File: src/rtl/instr_encoder_loader.sv
// RV32I instruction encoder and instruction-memory loader.
// Packs one field bundle per handshake into a 32-bit word and appends an ECALL on finish.
module instr_encoder_loader #(
    parameter int DEPTH  = 64,
    parameter int ADDR_W = 6
) (
    input  logic              clk,
    input  logic              rst,
    input  logic              start,
    input  logic              finish,
    input  logic              in_valid,
    output logic              in_ready,
    input  logic [3:0]        op_class,
    input  logic [4:0]        rd,
    input  logic [4:0]        rs1,
    input  logic [4:0]        rs2,
    input  logic [2:0]        funct3,
    input  logic [6:0]        funct7,
    input  logic [31:0]       imm,
    output logic              mem_we,
    output logic [ADDR_W-1:0] mem_addr,
    output logic [31:0]       mem_wdata,
    output logic [ADDR_W:0]   count,
    output logic              done,
    output logic              err_illegal,
    output logic              err_overflow
);

    typedef enum logic [1:0] {IDLE, RUN, TERM, DONE} state_t;

    localparam logic [ADDR_W-1:0] LAST  = ADDR_W'(DEPTH - 1);
    localparam logic [31:0]       ECALL = 32'h0000_0073;

    state_t            state_q, state_d;
    logic [ADDR_W-1:0] wptr;
    logic [31:0]       enc;
    logic              legal;
    logic              accept;

    assign in_ready = (state_q == RUN) && (wptr < LAST);
    assign accept   = in_valid && in_ready;
    assign done     = (state_q == DONE);

    // NOTE: sequential state uses non-blocking assignments so every register samples pre-edge values.
    always_ff @(posedge clk or negedge rst) begin
        if (!rst) state_q <= IDLE;
        else      state_q <= state_d;
    end

    // NOTE: every always_comb output gets a default first, so no path can infer a latch.
    always_comb begin
        state_d = state_q;
        unique case (state_q)
            IDLE:    if (start)  state_d = RUN;
            RUN:     if (finish) state_d = TERM;
            TERM:                state_d = DONE;
            DONE:    if (start)  state_d = RUN;
        endcase
    end

    always_comb begin
        enc   = '0;
        legal = 1'b1;
        case (op_class)
            4'd0:  enc = {funct7, rs2, rs1, funct3, rd, 7'b0110011};
            4'd1: begin
                // Shift-immediates carry funct7 in the upper bits and a 5-bit shamt.
                if (funct3 == 3'b001 || funct3 == 3'b101)
                    enc = {funct7, imm[4:0], rs1, funct3, rd, 7'b0010011};
                else
                    enc = {imm[11:0], rs1, funct3, rd, 7'b0010011};
            end
            4'd2:  enc = {imm[31:12], rd, 7'b0110111};
            4'd3:  enc = {imm[31:12], rd, 7'b0010111};
            4'd4:  enc = {imm[20], imm[10:1], imm[11], imm[19:12], rd, 7'b1101111};
            4'd5:  enc = {imm[11:0], rs1, funct3, rd, 7'b1100111};
            4'd6:  enc = {imm[11:0], rs1, funct3, rd, 7'b0000011};
            4'd7:  enc = {imm[11:5], rs2, rs1, funct3, imm[4:0], 7'b0100011};
            4'd8:  enc = {imm[12], imm[10:5], rs2, rs1, funct3, imm[4:1], imm[11], 7'b1100011};
            4'd9:  enc = imm[0] ? 32'h0010_0073 : ECALL;
            4'd10: enc = {imm[11:0], 5'd0, 3'd0, 5'd0, 7'b0001111};
            default: legal = 1'b0;
        endcase
    end

    always_ff @(posedge clk or negedge rst) begin
        if (!rst) begin
            wptr         <= '0;
            count        <= '0;
            mem_we       <= 1'b0;
            mem_addr     <= '0;
            mem_wdata    <= '0;
            err_illegal  <= 1'b0;
            err_overflow <= 1'b0;
        end else begin
            mem_we <= 1'b0;
            unique case (state_q)
                IDLE, DONE: begin
                    if (start) begin
                        wptr         <= '0;
                        count        <= '0;
                        err_illegal  <= 1'b0;
                        err_overflow <= 1'b0;
                    end
                end
                RUN: begin
                    if (accept) begin
                        if (legal) begin
                            mem_we    <= 1'b1;
                            mem_addr  <= wptr;
                            mem_wdata <= enc;
                            wptr      <= wptr + 1'b1;
                            count     <= count + 1'b1;
                        end else begin
                            err_illegal <= 1'b1;
                        end
                    end else if (in_valid) begin
                        // Only reachable when full: the bundle stays unconsumed.
                        err_overflow <= 1'b1;
                    end
                end
                TERM: begin
                    mem_we    <= 1'b1;
                    mem_addr  <= wptr;
                    mem_wdata <= ECALL;
                    count     <= {1'b0, wptr} + 1'b1;
                end
            endcase
        end
    end

endmodule

File: config.mk
export PLATFORM = sky130hd
export DESIGN_NAME = instr_encoder_loader
export DESIGN_NICKNAME = d
export VERILOG_FILES = /design/src/rtl/instr_encoder_loader.sv
export SDC_FILE = /design/constraint.sdc
export NUM_CORES = 1
export LEC_CHECK = 0
export CORE_MARGIN = 4
export CORE_UTILIZATION = 46
export DETAILED_ROUTE_END_ITERATION = 8
export PLACE_DENSITY = 0.92
export RECOVER_POWER = 100
export SETUP_SLACK_MARGIN = 0.15
export SYNTH_ARGS = -nofsm -noshare
export SYNTH_HDL_FRONTEND = slang
export SYNTH_SLANG_ARGS = --single-unit
File: constraint.sdc
create_clock -name clk -period 2.9 [get_ports clk]
set_input_delay 0.29 -clock clk [delete_from_list [all_inputs] [get_ports clk]]
set_output_delay 0.29 -clock clk [all_outputs]
set_load 0.1 [all_outputs]
## Word-level counts from Yosys, hierarchy flattened

Cells that the tools add are included.

| word-level totals | value |
|---|---|
| register bits | 56 |
| logic and storage cells | 80 |
| input bits | 66 |
| output and inout bits | 50 |

| operators by class | value |
|---|---|
| reduce and logical (&&, ||, !) cells | 15 |
| equality and inequality tests | 22 |
| magnitude comparators | 1 |
| $add $sub $neg | 3 |
| multiplexer cells | 31 |

Operators with widths:

| cell | number |
|---|---|
| one-hot mux 32 bit (11 select lines) | 1 |
| two-way mux 32 bit | 3 |
| one-hot mux 32 bit (2 select lines) | 1 |
| two-way mux 6 bit | 5 |
| one-hot mux 6 bit (2 select lines) | 2 |
| two-way mux 21 bit | 1 |
| two-way mux 7 bit | 3 |
| one-hot mux 7 bit (3 select lines) | 1 |
| == test 4 x 3 -> 1 bit, second input constant | 4 |
| == test 4 bit, second input constant | 3 |
| != test 2 bit, second input constant | 6 |
| AND reduction 4 bit | 3 |
| OR reduction 11 bit | 1 |
| == test 4 x 2 -> 1 bit, second input constant | 2 |
| two-way mux 1 bit | 8 |
| adder 6 x 1 -> 7 bit, second input constant | 1 |
| adder 7 x 1 -> 7 bit, second input constant | 1 |
| adder 6 x 1 -> 6 bit, second input constant | 1 |
| less-than comparator 6 bit, second input constant | 1 |
| one-hot mux 1 bit (2 select lines) | 3 |
| one-hot mux 2 bit (3 select lines) | 1 |
| AND reduction 3 bit | 2 |
| == test 2 bit, second input constant | 2 |
| == test 4 x 1 -> 1 bit, second input constant | 1 |
| other kinds (12) | 15 |

## Depth between registers and ports, before layout

| depth | value |
|---|---|
| depth after elaboration | 7 |
| gate-level depth with buffers | 9 |
| mapped depth without buffers | 8 |

## Worst setup path before layout

OpenSTA, ideal clock, no wires.

| path | value |
|---|---|
| kind | register to register |
| from | reg state_q[0] |
| to | reg count[4] |
| buffers on the path | 1 |
| setup slack | 518 ps |
| setup time | 123 ps |
| cell stages (with the launch flop) | 10 |
| period minus slack after synthesis | 2382 ps |
| required time | 2777 ps |
| arrival | 2259 ps |
| path through | dfrtp_1 inv_1 ha_1 clkbuf_1 mux2_2 ha_1 and3_1 xnor2_1 nand2_1 a32o_1 |

| on the way | value |
|---|---|
| cells in the longest elaborated chain, start to end | 5 |
| elaborated cells on any way between the ends | 12 |
| classes of those cells | eq/ne (6); mux (1); reduce/logical (5) |

RTL lines:

| element | RTL line | text |
|---|---|---|
| start, declared | 34 | `state_t state_q, state_d;` |
| start signal, assigned | 47 | `else state_q <= state_d;` |
| == test 2 x 1 -> 1 bit | 40, 97 |  |
| logical AND 1 bit | 40 | `assign in_ready = (state_q == RUN) && (wptr < LAST);` |
| logical AND 1 bit | 41 | `assign accept = in_valid && in_ready;` |
| != test 2 bit (no line) | n/a |  |
| AND reduction 3 bit (no line) | n/a |  |
| end signal, assigned | 113 | `count <= count + 1'b1;` |
| end signal, assigned | 126 | `count <= {1'b0, wptr} + 1'b1;` |
| end, declared | 23 | `output logic [ADDR_W:0] count,` |

Parallel ways exist; a longest one is shown, timed or not.
A chain may end at the register's enable or synchronous reset.

## Worst setup path after layout

| path | value |
|---|---|
| from | reg state_q[1] |
| to | out in_ready |

| on the way | value |
|---|---|
| cells in the longest elaborated chain, start to end | 2 |

RTL lines:

| element | RTL line | text |
|---|---|---|
| == test 2 x 1 -> 1 bit | 40 |  |
| logical AND 1 bit | 40 |  |
| end, declared | 12 | `output logic in_ready,` |

No other way between the ends.

==> summary.md <==
| Metric | Value |
|---|---|
| Final non-filler cell total | around 550 |
| Largest net degree at the start of global routing | 45 |
| Violated checks | max-capacitance violations, max-slew violations |
| NetSw | 0.00299 W |
| Post-synth top cells | dfrtp_1 (55), nand2_1 (41), o21ai_0 (31), a21oi_1 (16), nor2_1 (16) |
| Top post-synthesis cells by area | dfrtp_1 (42%), o21ai_0 (4.7%), nand2_1 (4.7%), a22o_1 (4.0%), mux2_2 (3.8%) |
| Synth Cell Area | 3280 um2 |
| Worst vdd ir | 0.719 mV |
| Via/cell ratio | 5.94 |
| Cell variety after synth | 55 |
| Post-synth ARST share | 1.00 |
| Worst R2R Start | state_q[1]$_DFFE_PN0P_ |
| # DRC | 0 |
| XOR/XNOR Fraction of Synth Area | 0.0267 |
| Total nets after synthesis | 414 |
| TNS Setup | 0 ns |
| Pwr/cell area | 1110 nW/um2 |
| Worst hold slack | 0.489 ns |
| Area growth, synth to finish | 29.7% |
| DR WL/cell | 17.8 um |
| Setup Viol. Count Final | 0 |
| Reg2Reg Depth | 5 |
| Syn Area/Cell | 9.57 um2 |
| Max_cap viols | 1 |
| IO Pins | 116 |
| H-tree depth | 2 |
| Final Cycle Share | 0.839 |
| Final nets | 523 |
| Sequential Power Share | 0.259 |
| Drt pass-1 iters | 5 |
| Total wire length | around 10 mm |
| Simple logic cell fraction of the synthesized area | 0.138 |
| Top_reg_cell synth | dfrtp_1 |
| Synth top area share | 0.419 |
| Grt ovf | 0 |
| Post-CTS resize count | 0 |
| Combinational power share | 0.661 |
| Register bit total from synthesis | 55 |
| Worst Path Required | around 2.6 ns |
| Hold-fix buffers, CTS | 0 |
| Layout cells sized above 1 | 0.0732 |
| Cts bufs inserted | 5 |
| Internal power | 0.00173 W |
| Count leader, synth | dfrtp_1 |
| CTS tree | done |
| Initial core utilization | 0.478 |
| Via Count | 3250 |
| Largest family of logic cells by synthesized area | compound AO/OA/AOI/OAI gates |
| Initial antenna violation count | 0 |
| Worst Path Class, Setup | reg2out |
| Leak Pwr | 1.81 nW |
| Crit Path Max Fanout | 16 |
| Hold Fails Final Rpt | 0 |
| Worst Hold Class | reg2reg |
| Clock slew at reported path FFs | 0.09 ns |
| Gpl congestion | between 0.8 and 0.9 |
| Worst hold start | mem_wdata[16]$_DFFE_PN0P_ |
| Latest clock arrival within the worst-skew pair | approximately 0.29 ns |
| FF-to-FF End | wptr[0]$_DFFE_PN0P_ |
| Core Util, Final | 0.620 |
| GR Util All Layers | 0.221 |
| Worst R2R Setup Slack | 0.47 ns |
| Worst slew pin tran | 2.28 ns |
| Clock Tree Buf Depth | 2 |
| Post-Syn Instances | 343 |
| Clock sink total | 55 |
| Worst setup EP type | output pin |
| Compound-Gate Fraction of Synth Area | 0.266 |
| Synth Area in Adders | 0.0191 |
| Root buffer cell | clkbuf_8 |
| First-pass GRT wire length | between 15 and 20 mm |
| Post-CTS Setup Bufs | 0 |
| DRT antenna net count | 0 |
| Die Footprint | approximately 8600 um2 |
| EDFF count, synth | 0 |
| Row count | 30 |
| Die Wd | 92.5 um |
| Core outline area | 6870 um2 |
| Final HPWL DP | 7.52 mm |
| Max Clk Rate | 411 MHz |
| Hold endpoint | mem_wdata[16]$_DFFE_PN0P_ |
| Die Ht | a little over 90 um |
| Final slew viol count | 45 |
| Switching Share | 0.634 |
| Unrepaired setup endpoints after global routing | false |
| Placed Cells | roughly 540 |
| Status | complete, but fails checks |
| Drt first-iter violations | 312 |
| Cell taking the most area after synthesis | dfrtp_1 |
| Register area share after synthesis | 0.419 |
| Clock power frac | 0.081 |
| Vias in the first global route | roughly 3100 |
| Port bufs | 115 |
| Slew HR | -0.523 |
| Mux contribution to synthesized area | 0.0831 |
| Post-route minimum period | 2.43 ns |
| Diodes inserted | 0 |
| Yosys warning total | 0 |
| Worst Clk Skew | roughly 0.008 ns |
| Startpoint Class | register |
| CP arrival | 2.14 ns |
| Hold Crit Depth | 2 |
## how the worst max path moves through the flow
stage	startpoint	end	slack, ns
floorplan	state_q[0]$_DFFE_PN0P_	count[4]$_DFFE_PN0P_	0.52
global placement	op_class[1]	mem_wdata[6]$_DFFE_PN0P_	0.57
detailed placement	op_class[1]	mem_wdata[27]$_DFFE_PN0P_	0.39
CTS	state_q[1]$_DFFE_PN0P_	in_ready	0.62
global route	rst	mem_wdata[25]$_DFFE_PN0P_	0.24
finish	state_q[1]$_DFFE_PN0P_	in_ready	0.47
## stage by stage
step                      worst slack [ns]  total power, W  instance area (um2)
after floorplan                      0.518         0.00378                 3280
after global placement               0.570         0.00451                 4380
after detailed placement             0.388         0.00457                 4380
after CTS                            0.622         0.00497                 4450
after global routing                 0.240         0.00494                 4260
final                                0.466         0.00472                 4260
## layer usage
layer  track usage  wire length, um
met1         0.303             4200
met2         0.373             4770
met3        0.0349              672
met4        0.0396               89
met5             0                0
## placed cells by master (no fill, tap or decap), types with 3 or more instances in the layout
cell type / Yosys / final
mux2i_1: 7 / 7
clkdlybuf4s50_1: 0 / 63
inv_1: 9 / 9
mux2_2: 11 / 11
nor2b_1: 7 / 7
nor2_1: 16 / 16
nor3_1: 3 / 3
and2_1: 3 / 3
buf_4: 3 / 9
xnor2_1: 5 / 5
clkbuf_1: 9 / 52
a31oi_1: 3 / 3
nand4_1: 5 / 5
a21oi_1: 16 / 17
ha_1: 5 / 5
a22o_1: 15 / 15
o22ai_1: 4 / 4
nand2b_1: 3 / 3
and3_1: 9 / 9
nand2_1: 41 / 41
xor2_1: 5 / 5
a222oi_1: 10 / 10
mux2_1: 5 / 5
clkbuf_8: 0 / 5
nand3_1: 6 / 6
dfrtp_1: 55 / 55
o21ai_0: 31 / 32
a22oi_1: 12 / 12
## power groups by stage
stage	registers, W	logic, W	clock network (W)
after floorplan	0.00289	0.000889	0
after global placement	0.00122	0.00329	0
after detailed placement	0.00123	0.00334	0
after CTS	0.00122	0.00335	0.000398
after global routing	0.00125	0.00327	0.000424
final	0.00122	0.00312	0.000381
## flip-flops by register name (all words and copies together) (netlist names)
| name | count |
|---|---|
| count | 7 |
| err_illegal | 1 |
| err_overflow | 1 |
| mem_addr | 6 |
| mem_wdata | 31 |
| mem_we | 1 |
| state_q | 2 |
| wptr | 6 |
## cell families (layout without fill, tap and decap cells)
logic type,after synthesis,in the layout
adders and majority gates,5,5
buffers and inverters,34,142
and+or+nand+nor,96,96
AOI/OAI and AO/OA,119,119
xor gates and xnor gates,10,10
DFF,55,55
muxes,24,24
## critical path, stage by stage (launching register included)
cell and delay [ns]:
dfrtp_1 0.42, inv_1 0.07, ha_1 0.52, o21ai_0 0.28, inv_1 0.10, clkbuf_2 0.46
## final cells by class
type | count | area [um2]
Multi-Input combinational cell | 254 | 1740
Sequential cell | 55 | 1380
Tap cell | 96 | 120
Clock buffer | 6 | 72.6
Fill cell | 579 | 2610
Inverter | 11 | 41.3
Timing Repair Buffer | 125 | 905
Note: power is estimated with default switching activity, not from simulation.
